`src/rtl/isa_pkg.sv`:
```
// rtl/isa_pkg.sv - ISA opcode and EX command encodings shared by the pipeline stages
package isa_pkg;

    typedef enum logic [5:0] {
        OP_NOP  = 6'd0,
        OP_ADD  = 6'd1,
        OP_SUB  = 6'd3,
        OP_AND  = 6'd5,
        OP_OR   = 6'd6,
        OP_NOR  = 6'd7,
        OP_XOR  = 6'd8,
        OP_SLA  = 6'd9,
        OP_SLL  = 6'd10,
        OP_SRA  = 6'd11,
        OP_SRL  = 6'd12,
        OP_ADDI = 6'd32,
        OP_SUBI = 6'd33,
        OP_LD   = 6'd36,
        OP_ST   = 6'd37,
        OP_BEZ  = 6'd40,
        OP_BNE  = 6'd41,
        OP_JMP  = 6'd42
    } opcode_e;

    typedef enum logic [3:0] {
        CMD_NOP = 4'd0,
        CMD_ADD = 4'd1,
        CMD_SUB = 4'd2,
        CMD_AND = 4'd3,
        CMD_OR  = 4'd4,
        CMD_NOR = 4'd5,
        CMD_XOR = 4'd6,
        CMD_SLA = 4'd7,
        CMD_SLL = 4'd8,
        CMD_SRA = 4'd9,
        CMD_SRL = 4'd10
    } cmd_e;

    function automatic logic [31:0] sext16(input logic [15:0] imm);
        return {{16{imm[15]}}, imm};
    endfunction

endpackage

```
`src/rtl/reg_file.sv`:
```
// rtl/reg_file.sv - general register file, R0 hardwired to zero, write-through bypass on reads
module reg_file
    import isa_pkg::*;
#(
    parameter int REG_NUM = 32
) (
    input  logic        clk_i,
    input  logic        rstn_i,
    input  logic [4:0]  rs1_addr_i,
    input  logic [4:0]  rs2_addr_i,
    input  logic [4:0]  rd_addr_i,
    output logic [31:0] rs1_data_o,
    output logic [31:0] rs2_data_o,
    output logic [31:0] rd_data_o,
    input  logic        we_i,
    input  logic [4:0]  waddr_i,
    input  logic [31:0] wdata_i
);

    logic [31:0] regs_q [REG_NUM];

    // A read of the register being written this cycle sees the new value.
    assign rs1_data_o = (rs1_addr_i == 5'd0) ? 32'd0 :
                        (we_i && waddr_i == rs1_addr_i) ? wdata_i : regs_q[rs1_addr_i];
    assign rs2_data_o = (rs2_addr_i == 5'd0) ? 32'd0 :
                        (we_i && waddr_i == rs2_addr_i) ? wdata_i : regs_q[rs2_addr_i];
    assign rd_data_o  = (rd_addr_i == 5'd0) ? 32'd0 :
                        (we_i && waddr_i == rd_addr_i) ? wdata_i : regs_q[rd_addr_i];

    always_ff @(posedge clk_i) begin
        if (!rstn_i) begin
            for (int i = 0; i < REG_NUM; i++) begin
                regs_q[i] <= '0;
            end
        end else if (we_i && waddr_i != 5'd0) begin
            regs_q[waddr_i] <= wdata_i;
        end
    end

endmodule

```
`src/rtl/id_stage.sv`:
```
// rtl/id_stage.sv - instruction decode stage: decode, register read, branch resolve, ID/EX register
module id_stage
    import isa_pkg::*;
#(
    parameter int ADDR_W  = 32,
    parameter int REG_NUM = 32
) (
    input  logic              clk,
    input  logic              rst,
    input  logic [31:0]       instruction_in,
    input  logic [ADDR_W-1:0] pc_in,
    input  logic              stall,
    input  logic              wb_en,
    input  logic [4:0]        wb_dest,
    input  logic [31:0]       wb_value,
    output logic              branch_taken,
    output logic [ADDR_W-1:0] branch_address,
    output logic [ADDR_W-1:0] ex_pc,
    output logic [3:0]        ex_cmd,
    output logic [31:0]       ex_val1,
    output logic [31:0]       ex_val2,
    output logic [31:0]       ex_st_val,
    output logic [4:0]        ex_dest,
    output logic              ex_wb_en,
    output logic              ex_mem_r,
    output logic              ex_mem_w,
    output logic              illegal_op
);

    logic [5:0]  opcode;
    logic [4:0]  dest;
    logic [4:0]  src1;
    logic [4:0]  src2;
    logic [15:0] imm;
    logic [31:0] imm_sext;
    logic [31:0] src1_val;
    logic [31:0] src2_val;
    logic [31:0] dest_val;

    assign opcode   = instruction_in[31:26];
    assign dest     = instruction_in[25:21];
    assign src1     = instruction_in[20:16];
    assign src2     = instruction_in[15:11];
    assign imm      = instruction_in[15:0];
    assign imm_sext = sext16(imm);

    reg_file #(.REG_NUM(REG_NUM)) u_reg_file (
        .clk_i      (clk),
        .rstn_i     (rst),
        .rs1_addr_i (src1),
        .rs2_addr_i (src2),
        .rd_addr_i  (dest),
        .rs1_data_o (src1_val),
        .rs2_data_o (src2_val),
        .rd_data_o  (dest_val),
        .we_i       (wb_en),
        .waddr_i    (wb_dest),
        .wdata_i    (wb_value)
    );

    logic [3:0]  cmd_dec;
    logic [31:0] val2_dec;
    logic [31:0] st_val_dec;
    logic        wb_en_dec;
    logic        mem_r_dec;
    logic        mem_w_dec;
    logic        illegal_dec;
    logic        bubble_dec;
    logic        branch_cond;

    always_comb begin
        cmd_dec     = CMD_NOP;
        val2_dec    = src2_val;
        st_val_dec  = '0;
        wb_en_dec   = 1'b0;
        mem_r_dec   = 1'b0;
        mem_w_dec   = 1'b0;
        illegal_dec = 1'b0;
        bubble_dec  = 1'b0;
        branch_cond = 1'b0;
        case (opcode)
            OP_NOP:  bubble_dec = 1'b1;
            OP_ADD:  begin cmd_dec = CMD_ADD; wb_en_dec = 1'b1; end
            OP_SUB:  begin cmd_dec = CMD_SUB; wb_en_dec = 1'b1; end
            OP_AND:  begin cmd_dec = CMD_AND; wb_en_dec = 1'b1; end
            OP_OR:   begin cmd_dec = CMD_OR;  wb_en_dec = 1'b1; end
            OP_NOR:  begin cmd_dec = CMD_NOR; wb_en_dec = 1'b1; end
            OP_XOR:  begin cmd_dec = CMD_XOR; wb_en_dec = 1'b1; end
            OP_SLA:  begin cmd_dec = CMD_SLA; wb_en_dec = 1'b1; end
            OP_SLL:  begin cmd_dec = CMD_SLL; wb_en_dec = 1'b1; end
            OP_SRA:  begin cmd_dec = CMD_SRA; wb_en_dec = 1'b1; end
            OP_SRL:  begin cmd_dec = CMD_SRL; wb_en_dec = 1'b1; end
            OP_ADDI: begin cmd_dec = CMD_ADD; val2_dec = imm_sext; wb_en_dec = 1'b1; end
            OP_SUBI: begin cmd_dec = CMD_SUB; val2_dec = imm_sext; wb_en_dec = 1'b1; end
            OP_LD: begin
                cmd_dec   = CMD_ADD;
                val2_dec  = imm_sext;
                mem_r_dec = 1'b1;
                wb_en_dec = 1'b1;
            end
            OP_ST: begin
                cmd_dec    = CMD_ADD;
                val2_dec   = imm_sext;
                st_val_dec = dest_val;
                mem_w_dec  = 1'b1;
            end
            // Branches resolve here and travel to EX as bubbles.
            OP_BEZ: begin bubble_dec = 1'b1; branch_cond = (dest_val == 32'd0); end
            OP_BNE: begin bubble_dec = 1'b1; branch_cond = (dest_val != src1_val); end
            OP_JMP: begin bubble_dec = 1'b1; branch_cond = 1'b1; end
            default: begin bubble_dec = 1'b1; illegal_dec = 1'b1; end
        endcase
    end

    logic squash_q;
    logic squash_d;
    logic issue_ok;

    // The slot right after a taken branch holds a wrong-path instruction.
    assign issue_ok       = rst && !stall && !squash_q;
    assign branch_taken   = issue_ok && branch_cond;
    assign branch_address = pc_in + ADDR_W'(4) + {{(ADDR_W-18){imm[15]}}, imm, 2'b00};

    always_comb begin
        squash_d = squash_q;
        if (!rst) begin
            squash_d = 1'b0;
        end else if (!stall) begin
            squash_d = branch_taken;
        end
    end

    logic [ADDR_W-1:0] ex_pc_d, ex_pc_q;
    logic [3:0]        ex_cmd_d, ex_cmd_q;
    logic [31:0]       ex_val1_d, ex_val1_q;
    logic [31:0]       ex_val2_d, ex_val2_q;
    logic [31:0]       ex_st_val_d, ex_st_val_q;
    logic [4:0]        ex_dest_d, ex_dest_q;
    logic              ex_wb_en_d, ex_wb_en_q;
    logic              ex_mem_r_d, ex_mem_r_q;
    logic              ex_mem_w_d, ex_mem_w_q;
    logic              illegal_d, illegal_q;

    always_comb begin
        ex_pc_d     = '0;
        ex_cmd_d    = CMD_NOP;
        ex_val1_d   = '0;
        ex_val2_d   = '0;
        ex_st_val_d = '0;
        ex_dest_d   = '0;
        ex_wb_en_d  = 1'b0;
        ex_mem_r_d  = 1'b0;
        ex_mem_w_d  = 1'b0;
        illegal_d   = 1'b0;
        if (issue_ok) begin
            illegal_d = illegal_dec;
            if (!bubble_dec) begin
                ex_pc_d     = pc_in;
                ex_cmd_d    = cmd_dec;
                ex_val1_d   = src1_val;
                ex_val2_d   = val2_dec;
                ex_st_val_d = st_val_dec;
                ex_dest_d   = dest;
                ex_wb_en_d  = wb_en_dec;
                ex_mem_r_d  = mem_r_dec;
                ex_mem_w_d  = mem_w_dec;
            end
        end
    end

    always_ff @(posedge clk) begin
        if (!rst) begin
            squash_q    <= 1'b0;
            ex_pc_q     <= '0;
            ex_cmd_q    <= '0;
            ex_val1_q   <= '0;
            ex_val2_q   <= '0;
            ex_st_val_q <= '0;
            ex_dest_q   <= '0;
            ex_wb_en_q  <= 1'b0;
            ex_mem_r_q  <= 1'b0;
            ex_mem_w_q  <= 1'b0;
            illegal_q   <= 1'b0;
        end else begin
            squash_q    <= squash_d;
            ex_pc_q     <= ex_pc_d;
            ex_cmd_q    <= ex_cmd_d;
            ex_val1_q   <= ex_val1_d;
            ex_val2_q   <= ex_val2_d;
            ex_st_val_q <= ex_st_val_d;
            ex_dest_q   <= ex_dest_d;
            ex_wb_en_q  <= ex_wb_en_d;
            ex_mem_r_q  <= ex_mem_r_d;
            ex_mem_w_q  <= ex_mem_w_d;
            illegal_q   <= illegal_d;
        end
    end

    assign ex_pc      = ex_pc_q;
    assign ex_cmd     = ex_cmd_q;
    assign ex_val1    = ex_val1_q;
    assign ex_val2    = ex_val2_q;
    assign ex_st_val  = ex_st_val_q;
    assign ex_dest    = ex_dest_q;
    assign ex_wb_en   = ex_wb_en_q;
    assign ex_mem_r   = ex_mem_r_q;
    assign ex_mem_w   = ex_mem_w_q;
    assign illegal_op = illegal_q;

endmodule

```
`config.mk`:
```
export PLATFORM = sky130hd
export DESIGN_NAME = id_stage
export DESIGN_NICKNAME = d
export VERILOG_FILES = /design/src/rtl/isa_pkg.sv /design/src/rtl/reg_file.sv /design/src/rtl/id_stage.sv
export SDC_FILE = /design/constraint.sdc
export NUM_CORES = 2
export LEC_CHECK = 0
export BUFFER_PORTS_ARGS = -buffer_cell sky130_fd_sc_hd__buf_2
export CAP_MARGIN = 40
export CORE_MARGIN = 2
export CORE_UTILIZATION = 45
export CTS_CLUSTER_DIAMETER = 60
export DETAILED_ROUTE_END_ITERATION = 12
export SYNTH_ARGS = -nofsm -noshare
export SYNTH_HDL_FRONTEND = slang
export SYNTH_SLANG_ARGS = --single-unit
```
`constraint.sdc`:
```
create_clock -name clk -period 20 [get_ports clk]
set_clock_uncertainty 0.15 [all_clocks]
set_input_delay 6 -clock clk [delete_from_list [all_inputs] [get_ports clk]]
set_output_delay 6 -clock clk [all_outputs]
set_load 0.03 [all_outputs]
```
* Word-level counts from Yosys, hierarchy flattened
Memory sizes are Yosys's and may differ from the RTL's. Index checks and enable logic that the tools add are counted.
Word-level totals: register bits 142, bits in writable memories 1024, input bits 105, output and inout port bits 174, word-level logic and storage cells 80, memories 1
Memories:
- u_reg_file.regs_q | depth 32, width 32, read ports 3, clocked after memory_dff 0, wr ports 32, line reg_file.sv:20 | logic [31:0] regs_q [REG_NUM];
Operators by class: add/subtract/negate cells 2, eq/ne operators 21, muxes and demuxes 20, reductions and logical operators 25
Operator list (count):
- $mux 32 | 8
- $eq 6x6->1 const B | 7
- $pmux 4 s10 | 1
- $add 32x3->32 const B | 1
- $add 32x32->32 | 1
- $logic_not 32->1 | 1
- $ne 32x32->1 | 1
- $reduce_or 32->1 | 1
- $eq 6x4->1 const B | 5
- $eq 6x3->1 const B | 3
- $reduce_or 18->1 | 1
- $eq 5x5->1 | 3
- $logic_not 5->1 | 3
- $reduce_or 14->1 | 1
- $reduce_or 13->1 | 1
- $mux 1 | 9
- $reduce_or 4->1 | 2
- $logic_and 1x1->1 | 7
- $eq 6x1->1 const B | 1
- $eq 6x2->1 const B | 1
- $logic_not 6->1 | 1
- $mux 5 | 1
- $reduce_bool 5->1 | 1
- $reduce_and 4->1 | 1
- 5 further kinds | 6

* Longest topological paths before layout
word-level depth 7, mapped depth 16, mapped depth without buffers 15

* Modules after synthesis
A second synthesis with hierarchy kept.
Second synthesis, totals: cells, all modules 5270, area total of the unflattened synthesis 70073.5 um^2
Modules (own cells, without submodules):
- reg_file | times used 1, cells an instance 4548, area each 63468.4 um^2, seq. area each 30749.5 um^2
- id_stage | times used 1, cells an instance 722, area each 6605.1 um^2, seq. area each 2842.7 um^2

* Worst setup path after synthesis
Ideal clock, no wire load.
path type input port to output port, start point input port instruction_in[1], end point output port branch_address[29], arrival 9.243 ns, data required time 13.850 ns, slack 4.607 ns, stages on the path 13, buffers on the path 0, cells stage by stage ha_1 ha_1 fa_1 a21o_1 a21o_1 a211oi_1 o2111ai_1 o31a_1 o41ai_1 a31oi_1 a211o_1 a21oi_1 xnor2_1
Between the ends: word-level cells in the longest chain between the ends 1
RTL lines:
- from (decl) | line id_stage.sv:10 | input logic [31:0] instruction_in,
- $add 32x32->32 | line id_stage.sv:122 | assign branch_address = pc_in + ADDR_W'(4) + {{(ADDR_W-18){imm[15]}}, imm, 2'b00};
- to (decl) | line id_stage.sv:17 | output logic [ADDR_W-1:0] branch_address,
Every way passes these cells.

* Worst setup path in the final report
start point input port instruction_in[16], end point output port branch_taken
Between the ends: word-level cells in the longest chain between the ends 7, elaborated cells on any way between the ends 9, those cells by class eq/ne: 2; mux: 3; reduce/logical: 3; memory: 1
RTL lines:
- branches (longest 3 deep; another with $mem_v2 32x32)
- $mux 32 (*) | line reg_file.sv:23 | assign rs1_data_o = (rs1_addr_i == 5'd0) ? 32'd0 :
- $ne 32x32->1 (*) | line id_stage.sv:109 | OP_BNE: begin bubble_dec = 1'b1; branch_cond = (dest_val != src1_val); end
- $pmux 1 s3 (*) | line id_stage.sv:81 | case (opcode)
- $logic_and 1x1->1 (*) | line id_stage.sv:121 | assign branch_taken = issue_ok && branch_cond;
- to (decl) | line id_stage.sv:16 | output logic branch_taken,
Mark *: on every way between the ends.

==> summary.txt <==
Outcome = complete, no violations
Synth area leader = edfxtp_1
Largest net degree at the start of global routing = 103
Post-CTS Setup Bufs = 0
Sequential share of power = 42.6%
Ys flop type = edfxtp_1
CP top delay family = simple AND/OR/NAND/NOR gates
DP HPWL = 200 mm
Synth Register Bits = 1166
Die ar. = 160000 µm²
Vias per inst = 7.27
Share of the core filled with cells = 51.2%
Cells after Synth = 5203
Crit path from = instruction_in[16]
Clock latency on the worst-skew pair = 0.83 ns
Rel. slew slack = 21.9%
Design Area, Final = 79700 µm²
Fillers = 13100
Drt first pass iters = 8
R2R depth = 9
Clk sinks = 1166
Die H = 399 µm
Clock power frac = 39.8%
Buffers & Inverters on Critical Path = 4
Layout Cells excl Fill = 7567
CP arrival = 11.50 ns
IO Pins = 279
Placement Cell Area = 74800 µm²
Main area contributors after synthesis = edfxtp_1 44%, mux4_2 20%, and2_1 9.0%
Core Area = 156000 µm²
Net Switching = 1.96 mW
Final ANT Viol Nets = 0
Startpoint types = input port
Post-synth cell types = 94
First-pass GRT wire length = 428 mm
Slowest CP cell = o21ai_4
Critical path peak fanout = 53
Mapped cell area = 70400 µm²
CP max stage delay = 0.73 ns
R2R setup slack = 15.27 ns
Final hold vios = 0
Die Width = 399 µm
Worst-Margin Slew = 1.17 ns
Dpl ws = 2.51 ns
R2R Path End = squash_q
Worst setup margin = 2.35 ns
1st-iter DRT viols = 10800
Hold Path End = squash_q
Worst-path cell chain = buf_8 -> buf_4 -> xnor2_1 -> nand4_2 -> o21ai_4 -> nor2_2 -> buf_4 -> a221oi_1 -> xor2_1 -> nor4_1 -> nand4_1 -> or4_1 -> and2_2 -> buf_2
WL/cell = 41.9 µm
Peak supply drop = 0.106 mV
Most frequent CP cell = buf_4
H-tree depth = 4
Vias in the first global route = 51900
Hold Path Cell Cnt = 1
Fmax = 0.0567 GHz
Area added between synthesis and finish = 13.3%
# DRC = 0
GPL Wtd Cong = 0.996
Setup repair after global routing missed its margin = no
CTS tree = done
Vias = 55000
Root buffer cell = clkbuf_16
Rows = 145
R2R Path Start = u_reg_file.regs_q[31][28]
Post-CTS Resized = 0
Clk buf depth = 3
Internal power = 4.77 mW
Hold crit path type = flip-flop to flip-flop
Combinational share of power = 17.6%
Lkg Pwr = 28.4 nW
Total grt overflow = 0
Tmin final = 17.65 ns
Hold slack = 0.347 ns
Worst endpoint required time = 13.85 ns
Hold buffers post-CTS = 0
Setup TNS = 0 ns
Synth top area share = 43.7%
Layout cells sized above 1 = 28.3%
Avg Cell Area, Syn = 13.5 µm²
EDFF count, synth = 1024
Nets@finish = 5491
Max Cap Violations = 0
Syn. warnings = 0
Final setup vio count = 0
Post-Route WL = 317 mm
Power Total = 6.73 mW
Setup CP Type = input port to primary output
Final worst path period share = 88.3%
Total power per unit cell area = 84.4 nW/µm²
Initial antenna violation count = 64
Worst hold start = squash_q
Endpoint class of the critical path = primary output
GRT Overall Usage = 39.3%
Sw Share = 29.2%
Port Buffers = 278
DP Cell Count = 7239
Clk pin slew, worst setup/hold paths = 0.06 ns
Total CTS buffers = 144
Asr flop ratio synth = 0%
Seq/Total Area, Yosys = 47.7%
Starting Density = 45.2%
Max-slew violations = 0
==> cell usage after synthesis (all sizes together) (4+ instances only) <==
master and count:
mux4 679, o22ai 44, and4 4, nand3 30, nor2b 28, nor3b 4
a22oi 163, clkbuf 387, o21a 5, and3 16, a221oi 81, a31oi 8
nand2 112, inv 23, nand3b 5, a22o 12, or4 4, xnor2 45
a211oi 41, a32oi 11, mux2 66, a211o 6, dfxtp 142, or3 11
nand2b 18, ha 57, and2 1013, mux2i 210, nor3 73, a21oi 142
or2 8, xor2 26, buf 156, a21o 10, o211ai 60, o21bai 5
nand4 15, edfxtp 1024, nor2 240, o21ai 155, nor4 16
==> flip-flops by register name (all words and copies together) (netlist names) <==
signal / count
u_reg_file.regs_q: 1024
ex_pc: 32
ex_st_val: 32
ex_val1: 32
ex_val2: 32
ex_dest: 5
ex_cmd: 4
ex_mem_r: 1
ex_mem_w: 1
ex_wb_en: 1
illegal_op: 1
squash_q: 1
==> cell usage in the layout (no fill, tap or decap), types with 60 or more instances in the layout <==
| cell | n |
|---|---|
| a22oi_1 | 163 |
| edfxtp_1 | 1024 |
| mux4_2 | 637 |
| nor3_1 | 72 |
| and2_1 | 1011 |
| clkbuf_16 | 152 |
| buf_4 | 177 |
| a21oi_1 | 141 |
| o21ai_0 | 120 |
| diode_2 | 64 |
| a221oi_1 | 76 |
| mux2i_1 | 210 |
| o211ai_1 | 60 |
| dfxtp_1 | 142 |
| nand2_1 | 110 |
| nor2_1 | 201 |
| mux2_2 | 66 |
| buf_2 | 269 |
==> logic make-up after synthesis <==
kind of cell             after synthesis  synth area share [%]
AO/OA/AOI/OAI                        782                  7.60
buffers and inverters                567                  3.81
flip-flops                          1166                  47.7
XOR/XNOR                              71                 0.884
multiplexers                         955                  26.0
other                                  1               0.00533
AND/OR/NAND/NOR                     1602                  12.9
adder cells (fa/ha/maj)               59                  1.06
==> power by group through the flow <==
stage          Sequential, mW  Clock (mW)  Combinational, mW
4_1_cts                  2.86        2.68               1.14
6_report                 2.87        2.68               1.18
5_1_grt                  2.88        2.77               1.20
3_3_place_gp             2.90           0               1.12
2_1_floorplan            2.89           0              0.701
3_5_place_dp             2.91           0               1.14
==> worst register-to-register path, cell delays in order (launching register included) <==
cell and delay [ns]:
edfxtp_1 0.43, mux4_2 0.63, a22oi_1 0.60, a21oi_1 0.16, a211oi_1 0.87, xor2_1 0.27
nor4_1 0.44, nand4_1 0.16, or4_1 0.67, a32o_1 0.25
==> final cells by class <==
type	instances	area [µm²]	share of cell area, %
well taps	2058	2570	3.23
flip-flops and latches	1166	33600	42.1
clock buffers	186	4030	5.06
diodes	64	160	0.201
repair buffers	491	3590	4.50
multi-input cells	3501	34900	43.8
inverters	24	90.1	0.113
clock inverters	77	763	0.957
==> routing by layer <==
layer / track usage [%] / share of wire [%] / vias up
met4: 23.6 / 6.8 / 38
li1: - / - / 20600
met2: 55.5 / 42 / 5368
met1: 50.7 / 35 / 27800
met3: 15.9 / 16 / 1204
met5: 0.424 / 0.11 / -
==> how the worst max path moves through the flow <==
stage,slack [ns],cells past startpoint,endpoint
finish,2.35,14,branch_taken
global route,2.23,14,branch_taken
CTS,2.51,14,branch_taken
detailed placement,2.51,14,branch_taken
global placement,1.73,14,branch_taken
floorplan,4.61,13,branch_address[29]
Power figures use the tool's default switching activity.
